## config.mk

```make
export PLATFORM = sky130hd
export DESIGN_NAME = rtc_pb_conditioner
export DESIGN_NICKNAME = d
export VERILOG_FILES = /design/src/rtl/rtc_pb_conditioner.sv
export SDC_FILE = /design/constraint.sdc
export NUM_CORES = 1
export LEC_CHECK = 0
export BUFFER_PORTS_ARGS = -buffer_cell sky130_fd_sc_hd__buf_2
export CAP_MARGIN = 5
export CORE_MARGIN = 3
export CORE_UTILIZATION = 47
export DETAILED_ROUTE_END_ITERATION = 8
export GPL_TIMING_DRIVEN = 0
export HOLD_SLACK_MARGIN = 0.1
export PLACE_DENSITY = 0.65
export SETUP_SLACK_MARGIN = 0.3
export SYNTH_ARGS = -nofsm -noshare
export SYNTH_HDL_FRONTEND = slang
export SYNTH_SLANG_ARGS = --single-unit
```

## constraint.sdc

```tcl
create_clock -name clk -period 2.05 [get_ports clk]
set_input_delay 0.205 -clock clk [delete_from_list [all_inputs] [get_ports clk]]
set_output_delay 0.205 -clock clk [all_outputs]
set_load 0.02 [all_outputs]
```

## src/rtl/rtc_pb_conditioner.sv

```systemverilog
// rtc_pb_conditioner: synchronises, debounces and edge-detects active-low push buttons
// into one-cycle press pulses. Define RTC_PB_AUTOREPEAT_EN to add hold-to-repeat pulses.
module rtc_pb_conditioner #(
    parameter int N_BUT      = 3,
    parameter int DB_CYCLES  = 1_000_000,
    parameter int REP_DELAY  = 25_000_000,
    parameter int REP_PERIOD = 10_000_000
) (
    input  logic             clk,
    input  logic             rst,
    input  logic [N_BUT-1:0] but_raw,
    output logic [N_BUT-1:0] push_but,
    output logic [N_BUT-1:0] but_level
);

    localparam int DBC_W = (DB_CYCLES > 1) ? $clog2(DB_CYCLES) : 1;
    localparam logic [DBC_W-1:0] DBC_LAST = DBC_W'(DB_CYCLES - 1);

    // An illegal parameter set trips this assertion on every clock in simulation.
    localparam bit CFG_OK = (DB_CYCLES >= 2) && (REP_DELAY >= 1) && (REP_PERIOD >= 1);
    if (!CFG_OK) begin : g_cfg_check
        cfg_invalid_a: assert property (@(posedge clk) 1'b0);
    end

`ifdef RTC_PB_AUTOREPEAT_EN
    localparam int REP_MAX = (REP_DELAY > REP_PERIOD) ? REP_DELAY : REP_PERIOD;
    localparam int RPC_W   = (REP_MAX > 1) ? $clog2(REP_MAX) : 1;
    localparam logic [RPC_W-1:0] DELAY_LAST  = RPC_W'(REP_DELAY - 1);
    localparam logic [RPC_W-1:0] PERIOD_LAST = RPC_W'(REP_PERIOD - 1);
`endif

    genvar gi;
    for (gi = 0; gi < N_BUT; gi++) begin : g_but
        logic             s1_q;
        logic             s2_q;
        logic             stable_q;
        logic             stable_d;
        logic [DBC_W-1:0] dbc_q;
        logic [DBC_W-1:0] dbc_d;
        logic             level_q;
        logic             level_d;
        logic             push_q;
        logic             push_d;
        logic             press_ev;

        // Any mismatch run shorter than the window is discarded by the level-match clear.
        always_comb begin
            dbc_d    = dbc_q;
            stable_d = stable_q;
            if (s2_q == stable_q) begin
                dbc_d = '0;
            end else if (dbc_q == DBC_LAST) begin
                stable_d = s2_q;
                dbc_d    = '0;
            end else begin
                dbc_d = dbc_q + 1'b1;
            end
        end

        assign press_ev = stable_q & ~stable_d;
        assign level_d  = ~stable_d;

`ifdef RTC_PB_AUTOREPEAT_EN
        logic             release_ev;
        logic [RPC_W-1:0] rpc_q;
        logic [RPC_W-1:0] rpc_d;
        logic             rep_phase_q;
        logic             rep_phase_d;
        logic             rep_hit;

        assign release_ev = ~stable_q & stable_d;

        // Release wins over a coinciding repeat threshold so no pulse accompanies it.
        always_comb begin
            rpc_d       = rpc_q;
            rep_phase_d = rep_phase_q;
            rep_hit     = 1'b0;
            if (press_ev || release_ev) begin
                rpc_d       = '0;
                rep_phase_d = 1'b0;
            end else if (level_q) begin
                if (rpc_q == (rep_phase_q ? PERIOD_LAST : DELAY_LAST)) begin
                    rep_hit     = 1'b1;
                    rpc_d       = '0;
                    rep_phase_d = 1'b1;
                end else begin
                    rpc_d = rpc_q + 1'b1;
                end
            end
        end

        always_ff @(posedge clk or negedge rst) begin
            if (!rst) begin
                rpc_q       <= '0;
                rep_phase_q <= 1'b0;
            end else begin
                rpc_q       <= rpc_d;
                rep_phase_q <= rep_phase_d;
            end
        end

        assign push_d = press_ev | rep_hit;
`else
        assign push_d = press_ev;
`endif

        always_ff @(posedge clk or negedge rst) begin
            if (!rst) begin
                s1_q     <= 1'b1;
                s2_q     <= 1'b1;
                stable_q <= 1'b1;
                dbc_q    <= '0;
                level_q  <= 1'b0;
                push_q   <= 1'b0;
            end else begin
                s1_q     <= but_raw[gi];
                s2_q     <= s1_q;
                stable_q <= stable_d;
                dbc_q    <= dbc_d;
                level_q  <= level_d;
                push_q   <= push_d;
            end
        end

        assign push_but[gi]  = push_q;
        assign but_level[gi] = level_q;
    end

endmodule
```

# ---- Word level (Yosys, flattened, before mapping)
# Cells that the tools add are included.
dict set report word_totals {
  regBits 75
  input_bits 5
  output_inout_bits 6
  elab_cells 45
}
dict set report classes {
  add_sub_neg 3
  n_eq_ne 6
  n_mux 12
  bitwise_logic 6
}
# operator count
set op_table {}
lappend op_table {{20-bit two-way mux} 6}
lappend op_table {{20-bit by 1-bit adder with 20-bit output (second input constant)} 3}
lappend op_table {{20-bit equality test (second input constant)} 3}
lappend op_table {{1-bit two-way mux} 6}
lappend op_table {{1-bit AND} 3}
lappend op_table {{1-bit equality test} 3}
lappend op_table {{1-bit NOT} 3}

# ---- Logic depth before layout (Yosys ltp)
# Gate-level depths: netlist of the first run.
dict set report logic_depth {
  word_depth 5
  depth_mapped 6
}

# ---- Worst setup path after synthesis of the first run
# No wires, ideal clock.
dict set report synth_timing {
  path_type {register to register}
  from {register g_but[1].dbc_q[15]}
  to {register g_but[1].stable_q}
  arrival_time_ns 1.917
  t_required_ns 1.968
  setup_slack_ns 0.051
  path_stages_with_launch 5
  n_path_buf 0
  cell_sequence {dfrtp_1 > or4b_1 > or4_1 > nor2_1 > mux2_2}
}
dict set report synth_via {
  elab_chain_cells 3
}
# element line_no
set synth_rtl {}
lappend synth_rtl {{start, declared} 38} ;# logic [DBC_W-1:0] dbc_q;
lappend synth_rtl {{start signal, assigned} 112} ;# dbc_q <= '0;
lappend synth_rtl {{start signal, assigned} 119} ;# dbc_q <= dbc_d;
lappend synth_rtl {{20-bit equality test} 52} ;# end else if (dbc_q == DBC_LAST) begin
lappend synth_rtl {{1-bit two-way mux} 52}
lappend synth_rtl {{1-bit two-way mux} 50} ;# if (s2_q == stable_q) begin
lappend synth_rtl {{net g_but[1].stable_d} 37} ;# logic stable_d;
lappend synth_rtl {{end signal, assigned} 118} ;# stable_q <= stable_d;
lappend synth_rtl {{end, declared} 36} ;# logic stable_q;
# The timed path passes the listed nets, and every way through them passes these cells.

# ---- Worst setup path after layout of the first run
dict set report layout_timing {
  from {register g_but[1].dbc_q[13]}
  to {register g_but[1].dbc_q[3]}
}
dict set report layout_via {
  elab_chain_cells 3
}
# element line_no
set layout_rtl {}
lappend layout_rtl {{20-bit equality test} 52}
lappend layout_rtl {{20-bit two-way mux} 52}
lappend layout_rtl {{20-bit two-way mux} 50}
lappend layout_rtl {{net g_but[1].dbc_d[3]} 39} ;# logic [DBC_W-1:0] dbc_d;
# The timed path passes the listed nets, and every way through them passes these cells.

==> out/metrics.yaml, run 1 <==
timing:
  hold_viol: 0
  clock.fmax_ghz: 0.494
  tightest_slew_ns: 0.488
  grt_setup_unrepaired: "true"
  slew_viol_final: 0
  final.setup.tns_ns: 0
  max_slew_margin_pct: 67.5
  setup_violations: 0
  fin_crit_ns: 2.02
  fin_skew_ns: 0.0115
  holdWs_ns: 0.350
  min_period_over_period_pct: 98.7
synth:
  netlist_instances: 354
  yosys_warnings: 0
  synthArstFlopShare_pct: 100
  postSynthAreaPerCell_sq_um: 10.1
  synth_edf_count: 0
  ys_seq_area_share_pct: 52.8
  synth_nets: 362
  netlist_area_sq_mm: 0.00358
  ys_types: 39
  synthFlopType: "dfrtp_1"
  ys_seq_elements: 75
job:
  cap_violations: 0
min_path:
  hold_class: "input port to asynchronous set/reset pin"
detailed_routing:
  vias: 2941
  vias_per_cell: 5.39
  wl_met2_mm: 4.09
  wl_mm: 8.16
  drc: 0
  wl_met1_mm: 3.69
  drtAntennaViolNets: 0
  dr.pass1.iters: 4
  wl_per_cell_microns: 14.9
  top_layer: "met4"
  drtIter0Drc: 101
  dr_wl_met3_microns: 229
setup_path:
  crit_top_cell: "or4_4"
  path_class: "flip-flop to flip-flop"
  worstReg2RegStart: "g_but[1].dbc_q[13]"
  slowest_stage: "or4_4"
  rr_worst_depth: 5
  reg2reg_to: "g_but[1].dbc_q[3]"
  path_cells: "or4_4 -> or4_4 -> o21ai_4 -> buf_6 -> nor2_1"
  cpPeakStageDelay_ns: 0.57
  r2r_slack_ns: 0.03
  end_kind: "flip-flop"
  crit_start: "g_but[1].dbc_q[13]"
  critPathRequiredTime_ns: 2.29
  critPathLaunchType: "flip-flop"
  crit_arrival_ns: 2.26
  endpoint: "g_but[1].dbc_q[3]"
  critPathMaxFanout: 10
clock_tree:
  cts_tree: "done"
  clkLatencyLatePin_ns: 0.35
  cts_made_buffers: 9
  clock_path_buffers: 2
  h-tree-depth: 3
  cts.clk_slew.worst_paths_ns: 0.08
  root_buffer: "clkbuf_8"
  clock-sinks: 75
cells_and_area:
  diodes: 0
  drive_gt1_share_pct: 48.3
  finalNetCount: 450
  final_cell_mix: "buf_4 (59), dfrtp_1 (59), a21oi_2 (23)"
  final_core_util_pct: 69.9
  area_growth_pct: 43.3
global_routing:
  grt_pass1_vias: 2804
  grt-ovfl-total: 0
  grt_max_degree: 41
  antenna_found_initial: 0
  grt_first_pass_wirelength_mm: 12.9
  gr-usage-all-layers_pct: 18.7
status:
  status: "finished clean"
power_and_ir_drop:
  vdd_drop_max_mv: 0.381
  leakage_nw: 2.02
  cellPowerDensity_mw_per_mm2: 582
floorplan:
  dieArea_sq_mm: 0.00870
  design.core.area_sq_mm: 0.00733
  num_rows: 31
  die_width_microns: 93.3
  start_util_pct: 48.8
  ios: 11
  die_height_microns: 93.3
place:
  gp_congestion: 0.752
  io_buffers: 10
  dp_hpwl_mm: 4.39
==> registers in the layout, summed over array words and instances (netlist names) <==
signal / count
g_but.s2_q: 3
g_but.level_q: 3
g_but.stable_q: 3
g_but.s1_q: 3
g_but.push_q: 3
g_but.dbc_q: 60
==> cell usage after synthesis, drive strengths merged (2+ instances only) <==
cell	n	share of area, %
dfrtp	66	46
nor2	38	4.0
nand3	27	4.1
a21oi	24	3.6
or4	18	4.0
xor2	18	4.4
nand2	17	1.8
buf	15	2.5
o21ai	15	2.1
xnor2	15	3.7
inv	14	1.5
or3	13	2.3
o31ai	10	2.1
dfstp	9	6.6
nand4	8	1.4
and3	7	1.3
nor3	6	0.84
nor4	5	0.87
clkbuf	4	0.42
and2	3	0.52
ha	3	1.0
mux2	3	0.94
mux2i	3	0.84
nor4b	3	0.73
a31o	2	0.49
and4	2	0.49
nand2b	2	0.35
or4b	2	0.56
==> layout make-up <==
class	count	area (sq um)
fillers	510	2200
multi-input cells	246	2010
flip-flops and latches	75	1900
repair buffers	77	632
plain buffers	19	190
clock buffers	12	145
well taps	99	124
clock inverters	4	73.8
inverters	14	52.6
==> per-layer routing <==
layer	global-route usage [%]	up-vias
li1	-	1426
met1	24.5	1455
met2	29.7	44
met3	5.23	16
met4	6.96	0
met5	0	-
==> metrics by stage <==
step                setup WS [ns]  power (mW)  cell area [sq um]  instances
finish                     0.0267        2.98               5130        546
global route              -0.0164        3.10               5130        546
CTS                        0.0305        2.95               4540        516
detailed placement         0.0114        1.66               3870        464
global placement           0.0155        1.65               3840        463
floorplan                   0.117        1.60               3670        354
==> where the power goes <==
group          switching, mW  internal, mW
clock network          0.540         0.720
logic                  0.111        0.0887
registers             0.0207          1.50
==> how the worst min path moves through the flow <==
| stage | end | depth (start not counted) | slack [ns] | startpoint |
|---|---|---|---|---|
| finish | g_but[1].dbc_q[16] | 2 | 0.35 | rst |
| global route | g_but[2].s2_q | 0 | 0.35 | g_but[2].s1_q |
| CTS | g_but[2].s2_q | 0 | 0.35 | g_but[2].s1_q |
| detailed placement | g_but[1].dbc_q[16] | 1 | 0.20 | rst |
| global placement | g_but[0].s1_q | 1 | 0.31 | but_raw[0] |
| floorplan | g_but[0].dbc_q[0] | 0 | -0.09 | rst |
==> critical path: cells and delay by family, from the launching register on <==
| family | cells | cell delay (ns) |
|---|---|---|
| buffers and inverters | 1 | 0.17 |
| AOI/OAI and AO/OA | 1 | 0.21 |
| DFF | 1 | 0.38 |
| and+or+nand+nor | 3 | 1.15 |
==> kinds of logic after synthesis <==
family	Yosys count	synth area share, %
buffers and inverters	33	4.41
muxes	6	1.78
AOI/OAI and AO/OA	51	8.25
DFF	75	52.8
xor gates and xnor gates	33	8.08
adders and majority gates	3	1.05
and+or+nand+nor	153	23.7
==> repair_timing <==
item / 4_1_cts / 5_1_grt
pin swaps: 25 / 29
hold buffers: 4 / 0
endpoints found under the setup margin: 67 / 67
endpoints found under the hold margin: 36 / 0
setup buffers: 28 / 29
resized for setup: 45 / 100
gates cloned: 4 / 1
(Power assumes the default switching activity.)
==> inputs of run 2 (changes only) <==
- ABC_AREA: not set -> 1
==> run 2 against run 1 <==
- via count is 8.2% higher
- cell count is 17% higher
- first-iteration DRC count is 51% higher
- critical path depth is 3 higher
- synthesized area is 12% higher
- critical endpoint is now g_but[2].dbc_q[5]
- highest routed layer unchanged
==> out/metrics.yaml, run 2 <==
status:
  status: "finished clean"
setup_path:
  critPathMaxFanout: 9  # -1
  crit_arrival_ns: 1.78  # -0.48 ns
  r2r_slack_ns: 0.50  # +0.47 ns
  path_delay_family: "simple AND/OR/NAND/NOR gates"
  path_class: "flip-flop to flip-flop"
  slowest_stage: "dfrtp_1"
  critPathRequiredTime_ns: 2.28  # about the same
  critPathBufInv: 1  # unchanged
  path_cells: "ha_1 -> nand3_1 -> inv_2 -> nand2_1 -> nor2_1 -> nand2_2 -> nand2_2 -> nor2_1"
  cpPeakStageDelay_ns: 0.38  # -0.19 ns
  critPathLaunchType: "flip-flop"
  end_kind: "flip-flop"
floorplan:
  die_height_microns: 98.5  # +5.6%
  start_util_pct: 48.7  # -0.16 points
  dieArea_sq_mm: 0.00969  # +11%
  num_rows: 33  # +6.5%
  design.core.area_sq_mm: 0.00826  # +13%
  die_width_microns: 98.5  # +5.6%
  ios: 11  # unchanged
synth:
  synth_nets: 512  # +41%
  synthTopCellsByArea: "dfrtp_1 (41%), nor2_1 (11%), nand2_1 (7.8%)"
  netlist_area_sq_mm: 0.00402  # +12%
  ys_seq_area_share_pct: 47.0  # -5.8 points
  yosysMostFrequentCell: "nor2_1"
  synth_top_area_share_pct: 41.1  # -5.0 points
  ys_types: 26  # -33%
  synthFlopType: "dfrtp_1"
  synth_edf_count: 0  # unchanged
  synthArstFlopShare_pct: 100  # unchanged
  postSynthAreaPerCell_sq_um: 7.97  # -21%
  synthTopCellsByCount: "nor2_1 (113), nand2_1 (83), dfrtp_1 (66), inv_1 (57), nand3_1 (46)"
  netlist_instances: 504  # +42%
  yosys_warnings: 0  # unchanged
  synth_largest_area_cell: "dfrtp_1"
  ys_seq_elements: 75  # unchanged
clock_tree:
  cts.clk_slew.worst_paths_ns: 0.08  # about the same
  cts_setup_buffers: 0  # -100%
  postCtsResizedCells: 0  # -100%
  clkLatencyLatePin_ns: 0.34  # about the same
  clock_path_buffers: 2  # unchanged
  root_buffer: "clkbuf_8"
  cts_tree: "done"
  h-tree-depth: 3  # unchanged
  cts_hold_buffers: 4  # unchanged
  clock-sinks: 75  # unchanged
  cts_made_buffers: 9  # unchanged
cells_and_area:
  final_common_cell: "nor2_1"
  finalNetCount: 538  # +20%
  final_core_util_pct: 54.2  # -16 points
  seq_area_sq_mm: 0.00189  # -0.46%
  multi_input_area_sq_mm: 0.00185  # -8.0%
  design_area_sq_mm: 0.00447  # -13%
  largest_register_ffs: 60  # unchanged
  regMostFlops: "g_but.dbc_q"
  fillers: 793  # +55%
  diodes: 0  # unchanged
  area_growth_pct: 11.3
  drive_gt1_share_pct: 17.0  # -31 points
  final_cell_mix: "nor2_1 (113), nand2_1 (83), dfrtp_1 (66)"
detailed_routing:
  drtIter0Drc: 153  # +51%
  vias: 3183  # +8.2%
  dr.pass1.iters: 4  # unchanged
  wl_per_cell_microns: 12.3  # -18%
  wl_met2_mm: 3.64  # -11%
  vias_per_cell: 4.97  # -7.7%
  dr_wl_met3_microns: 268  # +17%
  top_layer: "met4"
  drc: 0  # unchanged
  wl_met1_mm: 3.86  # +4.6%
  wl_mm: 7.84  # -3.9%
  drtAntennaViolNets: 0  # unchanged
global_routing:
  grt-ovfl-total: 0  # unchanged
  grt_max_degree: 49  # +20%
  gr-usage-all-layers_pct: 17.9  # -0.80 points
  grt_first_pass_wirelength_mm: 14.3  # +11%
  grt_pass1_vias: 3204  # +14%
  antenna_found_initial: 0  # unchanged
timing:
  clock.fmax_ghz: 0.644  # +30%
  final.setup.tns_ns: 0  # unchanged
  fin_skew_ns: 0.0102  # -0.00133 ns
  slew_viol_final: 0  # unchanged
  setup_ws_ns: 0.498  # +0.471 ns
  setup_violations: 0  # unchanged
  grt_setup_unrepaired: "false"
  max_slew_margin_pct: 64.3  # -3.2 points
  tightest_slew_ns: 0.534  # +0.0464 ns
  fin_crit_ns: 1.55  # -0.471 ns
  min_period_over_period_pct: 75.7  # -23 points
  hold_viol: 0  # unchanged
job:
  cap_violations: 0  # unchanged
min_path:
  hold_class: "input port to asynchronous set/reset pin"
power_and_ir_drop:
  vdd_drop_max_mv: 0.342  # -10%
  power_switching_share_pct: 23.2  # +0.67 points
  p_seq_share_pct: 54.7  # +3.6 points
  fin_total_pwr_mw: 2.78  # -7.0%
  p_switching_mw: 0.643  # -4.2%
  intPower_mw: 2.13  # -7.8%
  combPwrFrac_pct: 3.8  # -2.9 points
  cellPowerDensity_mw_per_mm2: 621  # +6.7%
  leakage_nw: 1.99  # -1.9%
  clockPowerShare_pct: 41.5  # -0.7 points
place:
  gp_congestion: 0.866  # +15%
  dp_hpwl_mm: 5.68  # +29%
  io_buffers: 10  # unchanged
  dp_slack_ns: 0.491  # +0.480 ns
  placed_cell_area_sq_mm: 0.00423  # +9.3%
[run 2: power by group through the flow]
stage	clock, mW	combinational (mW)	sequential [mW]
after floorplan	0	0.0491	1.55
after global placement	0	0.0943	1.55
after detailed placement	0	0.102	1.55
after CTS	1.20	0.109	1.52
after global routing	1.25	0.124	1.52
final	1.15	0.105	1.52
[run 2: worst paths after layout]
path	from	to	depth (start not counted)
max reg2reg	g_but[2].dbc_q[0]	g_but[2].dbc_q[5]	8
max in group asynchronous	rst	g_but[1].s1_q	3
max	g_but[2].dbc_q[0]	g_but[2].dbc_q[5]	8
min reg2reg	g_but[1].s1_q	g_but[1].s2_q	0
min	rst	g_but[0].dbc_q[11]	2
min in group clk	g_but[1].s1_q	g_but[1].s2_q	0
[run 2: cells by family (layout without fill, tap and decap cells)]
family	Yosys count	in the layout	share of synthesized area, %
AO/OA/AOI/OAI	21	21	2.99
XOR/XNOR	31	31	7.13
adder cells (fa/ha/maj)	3	3	0.934
buffers and inverters	68	99	6.91
flip-flops	75	75	47.0
AND/OR/NAND/NOR	306	306	35.0
[run 2: area by class of cell]
class                           count  share of cell area, %
Buffer                              6                   1.01
Clock buffer                       10                   3.08
Clock inverter                      6                   1.45
Inverter                           62                   5.20
Multi-Input combinational cell    361                   41.4
Sequential cell                    75                   42.2
Tap cell                          105                   2.94
Timing Repair Buffer               15                   2.69
[run 2: per-layer routing]
metal / up-vias / global-route usage (%)
met5: - / 0
met4: 0 / 6.09
met3: 6 / 4.32
met2: 49 / 28.0
met1: 1501 / 24.6
li1: 1627 / -
[run 2: through the flow]
| stage | instances | hold slack, ns |
|---|---|---|
| after floorplan | 504 | -0.0906 |
| after global placement | 619 | 0.311 |
| after detailed placement | 620 | 0.152 |
| after CTS | 640 | 0.318 |
| after global routing | 640 | 0.345 |
| final | 640 | 0.323 |
